File: src/rtl/am29_intack_pkg.sv
// Shared constants, state encoding and helpers for the am2913 acknowledge-side
// interrupt controller.
package am29_intack_pkg;

    localparam int NLEVELS = 8;
    localparam int VW      = 3;

    // IDLE: no request latched, irq_ high.
    // REQ:  a vector is latched and irq_ is low, waiting for ack.
    typedef enum logic {
        IDLE = 1'b0,
        REQ  = 1'b1
    } state_t;

    // Decode a level number into its one-hot position in an 8-bit level vector.
    function automatic logic [NLEVELS-1:0] onehot8(input logic [VW-1:0] lvl);
        onehot8 = {{(NLEVELS-1){1'b0}}, 1'b1} << lvl;
    endfunction

endpackage

File: src/rtl/am29_intack_pri8.sv
// Combinational 8-to-3 highest-set-bit finder. It reports the index of the
// most significant set bit of the input. The none flag is raised when no bit
// is set, and in that case the index output is 0.
module am29_pri8
    import am29_intack_pkg::*;
(
    input  logic [NLEVELS-1:0] isr,
    output logic [VW-1:0]      cur,
    output logic               none
);

    // Scan upward so the last set bit found, which is the highest, wins.
    always_comb begin
        cur  = '0;
        none = 1'b1;
        for (int i = 0; i < NLEVELS; i++) begin
            if (isr[i]) begin
                cur  = VW'(i);
                none = 1'b0;
            end
        end
    end

endmodule

File: src/rtl/am29_intack.sv
// Acknowledge-side controller for the am2913 priority encoder. It takes the
// encoded request from the expander and filters it through the mask register
// and the nested-priority rule, where only a level above the highest one in
// service may interrupt. It raises irq_, latches the vector, and tracks the
// in-service levels through ack and EOI. On ack it pulses the matching clr_ bit
// low for one cycle. All outputs are registered.
module am29_intack
    import am29_intack_pkg::*;
(
    input  logic                clk,
    input  logic                rst_,
    input  logic [VW-1:0]       a,
    input  logic                gs_,
    input  logic                ack,
    input  logic                eoi,
    input  logic                mask_we,
    input  logic [NLEVELS-1:0]  mask_d,
    output logic                irq_,
    output logic [VW-1:0]       vec,
    output logic [NLEVELS-1:0]  isr,
    output logic [NLEVELS-1:0]  mask,
    output logic [NLEVELS-1:0]  clr_
);

    state_t               state, state_nx;
    logic [VW-1:0]        vec_nx;
    logic                 irq_nx;
    logic [NLEVELS-1:0]   isr_nx;
    logic [NLEVELS-1:0]   clr_nx;
    logic [VW-1:0]        cur;
    logic                 none;
    logic                 elig;

    am29_pri8 u_pri8 (
        .isr  (isr),
        .cur  (cur),
        .none (none)
    );

    // A request may interrupt when it is present, unmasked, and either nothing
    // is in service or it outranks the highest level in service.
    assign elig = !gs_ && !mask[a] && (none || (a > cur));

    // Next-state and output decode. EOI retires the current top level first,
    // so an ack in the same cycle ORs its level into the already-cleared isr.
    always_comb begin
        state_nx = state;
        vec_nx   = vec;
        irq_nx   = irq_;
        isr_nx   = isr;
        clr_nx   = '1;

        if (eoi && !none) begin
            isr_nx = isr & ~onehot8(cur);
        end

        case (state)
            IDLE: begin
                if (elig) begin
                    vec_nx   = a;
                    irq_nx   = 1'b0;
                    state_nx = REQ;
                end
            end
            REQ: begin
                if (ack) begin
                    isr_nx   = isr_nx | onehot8(vec);
                    clr_nx   = ~onehot8(vec);
                    irq_nx   = 1'b1;
                    state_nx = IDLE;
                end else if (elig) begin
                    // A higher arriving level replaces the latched one.
                    vec_nx   = a;
                end else begin
                    // The request was withdrawn or masked. Drop it without
                    // a clear pulse.
                    irq_nx   = 1'b1;
                    state_nx = IDLE;
                end
            end
            default: begin
                irq_nx   = 1'b1;
                state_nx = IDLE;
            end
        endcase
    end

    // Control state and registered outputs. Reset drops any pending request
    // and any in-service levels without issuing a clear pulse.
    always_ff @(posedge clk) begin
        if (!rst_) begin
            state <= IDLE;
            irq_  <= 1'b1;
            vec   <= '0;
            isr   <= '0;
            clr_  <= '1;
        end else begin
            state <= state_nx;
            irq_  <= irq_nx;
            vec   <= vec_nx;
            isr   <= isr_nx;
            clr_  <= clr_nx;
        end
    end

    // Mask register. A write affects eligibility from the following cycle.
    always_ff @(posedge clk) begin
        if (!rst_) begin
            mask <= '1;
        end else if (mask_we) begin
            mask <= mask_d;
        end
    end

endmodule
File: config.mk
export PLATFORM = sky130hd
export DESIGN_NAME = am29_intack
export DESIGN_NICKNAME = d
export VERILOG_FILES = /design/src/rtl/am29_intack_pkg.sv /design/src/rtl/am29_intack_pri8.sv /design/src/rtl/am29_intack.sv
export SDC_FILE = /design/constraint.sdc
export NUM_CORES = 1
export LEC_CHECK = 0
export CAP_MARGIN = 0
export CORE_MARGIN = 1
export CORE_UTILIZATION = 46
export DETAILED_ROUTE_END_ITERATION = 16
export PLACE_DENSITY = 0.84
export SKIP_CTS_REPAIR_TIMING = 1
export SLEW_MARGIN = 20
export SYNTH_ARGS = -nofsm -noshare
export SYNTH_HDL_FRONTEND = slang
export SYNTH_SLANG_ARGS = --single-unit
File: constraint.sdc
create_clock -name clk -period 6.9 [get_ports clk]
set_input_delay 1.38 -clock clk [delete_from_list [all_inputs] [get_ports clk]]
set_output_delay 1.38 -clock clk [all_outputs]
set_load 0.05 [all_outputs]
==> results.md, run 1 <==
* End-of-flow core utilization at 69.2%
* Slew Limit Fails at 0
* CTS buffer count at 5
* Antenna Nets Post-Route at 0
* Overall Global Routing Usage at 23.3%
* Syn Nets at 152
* DIE HEIGHT at 53.4 microns
* Final std cells w/o fill at 209
* Syn Inst Count at 133
* Critical path buffers and inverters at 2
* Clock buffer depth at 2
* Die area at ~2900 sq um
* Setup CP Type: input pin to flip-flop
* Flop and latch count out of synthesis at 29
* IO Port Bufs at 44
* Cell variety after synth at 30
* Worst-path clk slew at approximately 0.080 ns
* DRC viols at 0
* Dpl ws at 3.48 ns
* Worst IR drop on VDD at 0.122 mV
* Setup TNS at 0 ns
* Final nets at ~200
* CTS sink cnt at 29
* Worst skew pair latency at 0.33 ns
* Final setup violation count at 0
* Number of max-cap violations at 0
* Fill cell count at 192
* Final Cycle Share at 44.5%
* Worst hold-check path type: flip-flop to flip-flop
* Initial antenna violation count at 0
* Syn Area/Cell at 9.15 sq um
* Number of synthesis warnings at 0
* Vias/cell at approximately 5.2
* Routed len/inst at 13.5 microns
* Worst hold slack at 0.508 ns
* Critical path's top delay family: buffers and inverters
* DR iter-0 viols at 25
* Clock root buffer: clkbuf_4
* CP Capture Type: flip-flop
* Cells after DPL at about 200
* H-tree level count at 2
* CTS tree: built
* IO Pins at 45
* Crit Path Max Fanout at 4
* CP Data Required Time at 7.12 ns
* Largest stage delay, worst path at 0.47 ns
* Total number of vias at 1,095
* Leak pwr at 0.754 nW
* Critical-path cell list: clkdlybuf4s50_1 > inv_1 > ha_1 > nor2_1 > o21ai_0 > mux2_1 > a221o_1 > mux2i_1
* First-pass GRT wire length at 4570 microns
* Site row count at 18
* Seq/Total Area, Yosys at 47.7%
* Pwr per Cell Area at 192 nW/um^2
* Largest net degree at the start of global routing at 26
* Number of synthesized flops with an enable pin at 0
* Post-synth ARST share at 0%
* Diode count at 0
* WP data arrival at 3.29 ns
* Layout cells sized above 1 at 6.70%
* Worst Tran Pin Value at 0.879 ns
* Hold Fails Final Rpt at 0
* Dpl hpwl at 2160 microns
* Remaining Overflow, GRT at 0
* Die width at 53.4 microns
* Core ar. at ~2500 sq um
* Unrepaired setup endpoints after global routing: false
* Final setup margin at 3.83 ns
* First-pass DRT Iterations at 4
* Ys flop type: dfxtp_1
* Layout area overhead at 42.1%
* Drt total wl at 2830 microns
* GPL Wtd Cong at about 0.82
* Starting density of the core at 48.7%
* Vias in the first global route at between 1,000 and 1,500
* Status: complete, no violations
* FMAX at between 0.3 and 0.4 GHz
* Minimum clock period at 3.07 ns
* Startpoint Class: input pin
* Syn Std Cell Area at 1220 sq um
* Rel. slew slack at roughly two fifths
* Final Skew at 0.00544 ns
* Crit-path slowest cell: clkdlybuf4s50_1
metrics by stage:
stage,total power [mW],cell area [sq um]
2_1_floorplan,0.210,1220
3_3_place_gp,0.230,1680
3_5_place_dp,0.231,1680
4_1_cts,0.334,1730
5_1_grt,0.343,1730
6_report,0.332,1730
sequential cells by signal, indices dropped and copies added (netlist names):
register / count
clr_: 8
isr: 8
mask: 8
vec: 3
irq_: 1
state: 1
layer usage:
metal,part of all wire (%),vias up,global-route usage [%]
li1,-,541,-
met4,3.4,0,16.7
met5,0,-,0
met3,4.6,11,6.03
met1,42,503,26.7
met2,50,40,37.1
worst paths after layout:
kind / depth (start not counted) / from / endpoint / slack (ns)
max: 8 / a[0] / vec[1] / 3.83
min: 2 / isr[1] / isr[1] / 0.51
max reg2reg: 10 / isr[2] / vec[1] / 4.32
min reg2reg: 2 / isr[1] / isr[1] / 0.51
final cells by class:
cell class	count	area (sq um)	share of cell area [%]
Multi-Input combinational cell	93	594	34.3
Tap cell	30	37.5	2.17
Sequential cell	29	581	33.6
Clock buffer	7	55.1	3.18
Timing Repair Buffer	44	440	25.5
Inverter	6	22.5	1.30
cells in the final DEF (no fill, tap or decap):
master / netlist / layout
clkdlybuf4s50_1: 0 / 44
nand2_1: 31 / 31
dfxtp_1: 29 / 29
mux2i_1: 15 / 15
nor2_1: 8 / 8
inv_1: 6 / 6
o21ai_0: 5 / 5
clkbuf_4: 0 / 5
nor2b_1: 4 / 4
nand3_1: 4 / 4
nand2b_1: 3 / 3
o21bai_1: 2 / 2
or2_2: 2 / 2
a31o_2: 2 / 2
ha_1: 2 / 2
nor4_2: 1 / 1
a21oi_1: 1 / 1
or4_1: 1 / 1
o31ai_1: 1 / 1
and3_1: 1 / 1
nor3b_1: 1 / 1
a211oi_1: 1 / 1
o311ai_0: 1 / 1
a2bb2oi_1: 1 / 1
mux2_1: 1 / 1
mux4_2: 1 / 1
a221o_1: 1 / 1
a221oi_1: 1 / 1
nand3b_1: 1 / 1
o211ai_1: 1 / 1
clkbuf_8: 0 / 1
clkbuf_1: 4 / 1
Yosys cell counts, drive strengths merged, types with 2 or more instances:
cell	number	area share [%]
clkbuf	4	1.2
or2	2	1.0
nand2b	3	1.5
o21ai	5	2.1
dfxtp	29	48
mux2i	15	12
a31o	2	1.4
o21bai	2	1.2
ha	2	2.1
inv	6	1.8
nand3	4	1.6
nor2	8	2.5
nor2b	4	2.1
nand2	31	9.6
power breakdown:
part / internal [mW] / switching (mW) / total (mW)
Combinational: 0.0232 / 0.0288 / 0.0520
Sequential: 0.172 / 0.00390 / 0.176
Clock: 0.0480 / 0.0562 / 0.104
worst min-delay path, delay by kind of cell, from the launching register on:
kind | cells | cell delay, ns
flops | 1 | 0.33
simple gates | 1 | 0.06
compound gates | 1 | 0.07
cell families (layout without fill, tap and decap cells):
| kind of cell | count (synthesis) | in the layout | synth area share, % |
|---|---|---|---|
| mux | 17 | 17 | 15.1 |
| compound gates | 17 | 17 | 9.97 |
| fa+ha+maj | 2 | 2 | 2.06 |
| simple gates | 57 | 57 | 21.7 |
| buf+inv | 11 | 57 | 3.49 |
| flops | 29 | 29 | 47.7 |
Power figures use the tool's default switching activity.
==> run 2: changes to the inputs <==
CORE_UTILIZATION = 43   (was 46)
PLACE_DENSITY = 0.79   (was 0.84)
clock period = 3.2 ns   (was 6.9 ns; I/O delays follow)
==> results.md, run 2 (synthesis results as in run 1) <==
* Total number of vias at 1,113 (+1.6%)
* Starting density of the core at 47.4% (-1.3 points)
* Slew Limit Fails at 0 (unchanged)
* Remaining Overflow, GRT at 0 (unchanged)
* Power Total at 713 uW (+110%)
* IO Port Bufs at 44 (unchanged)
* Initial antenna violation count at 0 (unchanged)
* Diode count at 0 (unchanged)
* Final Skew at 0.00888 ns (+0.00344 ns)
* Site row count at 18 (unchanged)
* Met2 GRT Util at 31.2% (-5.9 points)
* Final setup margin at 0.626 ns (-3.20 ns)
* End-of-flow core utilization at 67.7% (-1.5 points)
* Commonest non-fill, non-tap cell in the layout: clkdlybuf4s50_1
* H-tree level count at 2 (unchanged)
* Core ar. at 2570 sq um (+2.7%)
* Antenna Nets Post-Route at 0 (unchanged)
* Crit. Startpoint: isr[1]
* DIE HEIGHT at 55.2 microns (+3.3%)
* Rel. slew slack at 63.5% (+22 points)
* Leak pwr at 0.758 nW (+0.64%)
* Largest stage delay, worst path at 0.42 ns (-0.05 ns)
* Worst hold-check path type: flip-flop to flip-flop
* Cells after DPL at 203 (+0.50%)
* Worst Tran Pin Value at 0.543 ns (-0.335 ns)
* First-pass GRT wire length at 4890 microns (+7.0%)
* Status: complete, no violations
* Crit-path slowest cell: a221o_1
* Largest regs: clr_: 8 flops, isr: 8 flops, mask: 8 flops
* Worst R2R Start: isr[1]
* Setup TNS at 0 ns (unchanged)
* FMAX at between 0.3 and 0.4 GHz
* Fin area at 1740 sq um (+0.43%)
* Unrepaired setup endpoints after global routing: false
* CTS tree: built
* Most frequent cells in the layout: clkdlybuf4s50_1 (44), nand2_1 (31), dfxtp_1 (29)
* Critical path buffers and inverters at 0 (-2)
* WP data arrival at 2.78 ns (-0.51 ns)
* Startpoint Class: flip-flop
* Vias in the first global route at 1,101 (+1.8%)
* Final std cells w/o fill at 210 (+0.48%)
* DRC viols at 0 (unchanged)
* Die area at 3050 sq um (+6.7%)
* Routed len/inst at 13.7 microns (+1.5%)
* GRT busiest layer: met2
* CTS buffer count at 5 (unchanged)
* Dpl hpwl at 2220 microns (+2.6%)
* IO Pins at 45 (unchanged)
* Setup CP Type: flip-flop to flip-flop
* Minimum clock period at 2.57 ns
* Final Cycle Share at 80.5%
* Pwr per Cell Area at 410 nW/um^2 (+110%)
* Hold Fails Final Rpt at 0 (unchanged)
* Worst IR drop on VDD at 0.284 mV (+130%)
* CTS sink cnt at 29 (unchanged)
* Critical-path cell list: nor2b_1 > o21bai_1 > a21oi_1 > or2_2 > ha_1 > nor2_1 > o21ai_0 > mux2_1 > a221o_1 > mux2i_1
* Overall Global Routing Usage at 20.4% (-3.0 points)
* Worst hold slack at 0.494 ns (-0.0147 ns)
* Worst-path clk slew at 0.08 ns (about the same)
* First-pass DRT Iterations at 4 (unchanged)
* Hold Crit Start: isr[0]
* Layout cells sized above 1 at 7.22% (+0.52 points)
* Die width at 55.2 microns (+3.3%)
* Number of max-cap violations at 0 (unchanged)
* GPL Wtd Cong at 0.855 (+4.4%)
* DR iter-0 viols at 23 (-8.0%)
* CP Data Required Time at 3.41 ns (-3.71 ns)
* Critical path's top delay family: compound AO/OA/AOI/OAI gates
* Dpl ws at 0.512 ns (-2.97 ns)
* Placed Area at 1680 sq um (+0.45%)
* Final setup violation count at 0 (unchanged)
* CP Capture Type: flip-flop
* Drt total wl at 2890 microns (+2.0%)
* Final nets at 199 (+0.51%)
* Met1 usage at 26.3% (-0.37 points)
* Worst skew pair latency at 0.32 ns (about the same)
* Met3 usage at 5.15% (-0.88 points)
* Clock root buffer: clkbuf_4
* Largest net degree at the start of global routing at 26 (unchanged)
* Vias/cell at 5.30 (+1.2%)
* Layout area overhead at 42.8%
* Clock buffer depth at 2 (unchanged)
* Crit Path Max Fanout at 4 (unchanged)
[run 2: cell count changes in the layout (fill, tap and decap cells not counted), sizes merged]
cell	change
buf	+1
[run 2: worst paths after layout]
kind	slack, ns	to	cells after the start
min	0.49	isr[0]	2
min reg2reg	0.49	isr[0]	2
max	0.63	vec[0]	10
max reg2reg	0.63	vec[0]	10
[run 2: worst register-to-register path, delay by kind of cell (launching register included)]
kind                       cells  cell delay, ns
muxes                          2            0.48
AOI/OAI and AO/OA              4            0.82
DFF                            1            0.34
and+or+nand+nor                3            0.53
adders and majority gates      1            0.29
[run 2: layer usage]
metal,vias up,wire [microns]
met1,530,1380
met2,32,1320
met5,-,0
met3,8,126
met4,0,61
li1,543,-
[run 2: final cells by class]
| class | instances | area [sq um] |
|---|---|---|
| Timing Repair Buffer | 45 | 448 |
| Tap cell | 30 | 37.5 |
| Clock buffer | 7 | 55.1 |
| Multi-Input combinational cell | 93 | 594 |
| Inverter | 6 | 22.5 |
| Fill cell | 218 | 830 |
| Sequential cell | 29 | 581 |
[run 2: power breakdown]
group	internal, mW	total (mW)	leakage (nW)	switching (mW)
registers	0.370	0.379	0.236	0.00859
logic	0.0508	0.113	0.491	0.0618
clock network	0.104	0.221	0.0314	0.118
==> run 3: changes to the inputs <==
clock period = 2.6 ns   (was 3.2 ns; I/O delays follow)
==> results.md, run 3 (synthesis results as in run 1) <==
* Register area at 584 sq um (+0.65%)
* Dpl hpwl at 2080 microns (-6.3%)
* IO Port Bufs at 44 (unchanged)
* Minimum clock period at 2.50 ns (-0.0732 ns)
* Remaining Overflow, GRT at 0 (unchanged)
* FMAX at 0.400 GHz (+2.9%)
* Pwr per Cell Area at 489 nW/um^2 (+19%)
* Setup TNS at 0 ns (unchanged)
* Die width at 55.2 microns (unchanged)
* First-pass DRT Iterations at 4 (unchanged)
* Status: complete, no violations
* Number of max-cap violations at 0 (unchanged)
* Largest net degree at the start of global routing at 25 (-3.8%)
* DR iter-0 viols at 42 (+83%)
* Final Skew at 0.0100 ns (+0.00112 ns)
* R2r setup slk at 0.1 ns (-0.53 ns)
* Startpoint Class: flip-flop
* Overall Global Routing Usage at 19.6% (-0.73 points)
* WHS Endpoint: isr[1]
* Reg-to-Reg End: vec[1]
* Final setup violation count at 0 (unchanged)
* Diode count at 0 (unchanged)
* DRC viols at 0 (unchanged)
* Crit Path Max Fanout at 4 (unchanged)
* Starting density of the core at 47.4% (unchanged)
* Critical path's top delay family: compound AO/OA/AOI/OAI gates
* CTS sink cnt at 29 (unchanged)
* Reg2reg path depth at 10 (unchanged)
* Fill cell count at 217 (-0.46%)
* Multi-input gate area at 602 sq um (+1.3%)
* CP Capture Type: flip-flop
* Initial antenna violation count at 0 (unchanged)
* Commonest non-fill, non-tap cell in the layout: clkdlybuf4s50_1
* Total number of vias at 1,082 (-2.8%)
* Leak pwr at 0.769 nW (+1.4%)
* CTS tree: built
* Final std cells w/o fill at 212 (+0.95%)
* Layout area overhead at 44.0%
* Drt total wl at 2770 microns (-3.9%)
* Power Total at 856 uW (+20%)
* Clock buffer depth at 2 (unchanged)
* Hold Fails Final Rpt at 0 (unchanged)
* First-pass GRT wire length at 4800 microns (-1.8%)
* Site row count at 18 (unchanged)
* Routed len/inst at 13.1 microns (-4.9%)
* Critical-path cell list: nor2b_1 > o21bai_2 > a21oi_1 > or2_2 > ha_1 > nor2_1 > o21ai_0 > mux2_4 > a221o_1 > mux2i_1
* Worst R2R Start: isr[1]
* WP data arrival at 2.69 ns (-0.09 ns)
* Rel. slew slack at 61.9% (-1.6 points)
* Final nets at 200 (+0.50%)
* CP Data Required Time at 2.79 ns (-0.62 ns)
* Cells after DPL at 203 (unchanged)
* Clock root buffer: clkbuf_4
* CTS buffer count at 5 (unchanged)
* Worst-path clk slew at 0.09 ns (about the same)
* Largest stage delay, worst path at 0.39 ns (-0.03 ns)
* DIE HEIGHT at 55.2 microns (unchanged)
* Crit-path slowest cell: a221o_1
* Antenna Nets Post-Route at 0 (unchanged)
* Worst hold-check path type: flip-flop to flip-flop
* End-of-flow core utilization at 68.3% (+0.58 points)
* Slew Limit Fails at 0 (unchanged)
* Vias/cell at 5.10 (-3.7%)
* H-tree level count at 2 (unchanged)
* Vias in the first global route at 1,067 (-3.1%)
* IO Pins at 45 (unchanged)
* Critical path buffers and inverters at 0 (unchanged)
* Largest regs: clr_: 8 flops, isr: 8 flops, mask: 8 flops
* Worst Tran Pin Value at 0.566 ns (+0.0231 ns)
* GPL Wtd Cong at 0.858 (+0.34%)
* Final Cycle Share at 96.2% (+16 points)
* Setup CP Type: flip-flop to flip-flop
* Layout cells sized above 1 at 11.0% (+3.8 points)
* Die area at 3050 sq um (unchanged)
* Most frequent cells in the layout: clkdlybuf4s50_1 (44), nand2_1 (31), dfxtp_1 (26)
* Worst skew pair latency at 0.32 ns (about the same)
* Hold Crit Start: isr[1]
* Worst IR drop on VDD at 0.352 mV (+24%)
* Core ar. at 2570 sq um (unchanged)
* WHS Path Cells at 2 (unchanged)
==> run 3: power breakdown <==
group / total [mW] / switching, mW / internal [mW]
clock: 0.251 / 0.149 / 0.103
combinational: 0.139 / 0.0758 / 0.0634
sequential: 0.466 / 0.0103 / 0.456
total: 0.856 / 0.235 / 0.622
==> run 3: worst reg2reg max path: stages, from the launching register on <==
cell and delay (ns):
dfxtp_2 0.34, nor2b_1 0.13, o21bai_2 0.18, a21oi_1 0.12, or2_2 0.29, ha_1 0.30, nor2_1 0.11, o21ai_0 0.08
mux2_4 0.29, a221o_1 0.39, mux2i_1 0.16
==> run 3: worst max-delay path by stage <==
stage,from,endpoint,cells after the start
after floorplan,isr[2],vec[0],10
after global placement,a[0],vec[2],8
after detailed placement,a[0],vec[1],8
after CTS,isr[1],vec[1],10
after global routing,isr[1],vec[1],10
final,isr[1],vec[1],10
==> run 3: final cells by class <==
| cell class | instances | area share [%] |
|---|---|---|
| Multi-Input combinational cell | 93 | 34.3 |
| Inverter | 6 | 1.28 |
| Clock inverter | 2 | 0.571 |
| Sequential cell | 29 | 33.3 |
| Clock buffer | 6 | 2.36 |
| Tap cell | 30 | 2.14 |
| Timing Repair Buffer | 46 | 26.0 |
==> run 3: metrics by stage <==
stage               hold WS [ns]  worst slack [ns]  cell area, sq um
finish                     0.506            0.0987              1750
floorplan                  0.508            0.0681              1220
CTS                        0.512            0.0469              1740
global route               0.545           -0.0143              1750
global placement           0.476            0.0797              1690
detailed placement         0.491            0.0370              1690
==> run 3: routing by layer <==
metal  vias to the layer above  global-route usage (%)  part of all wire [%]
met2                        25                    31.2                    46
li1                        551                       -                     -
met1                       504                    25.3                    49
met5                         -                       0                     0
met3                         2                    4.68                   4.8
met4                         0                    8.57                  0.97
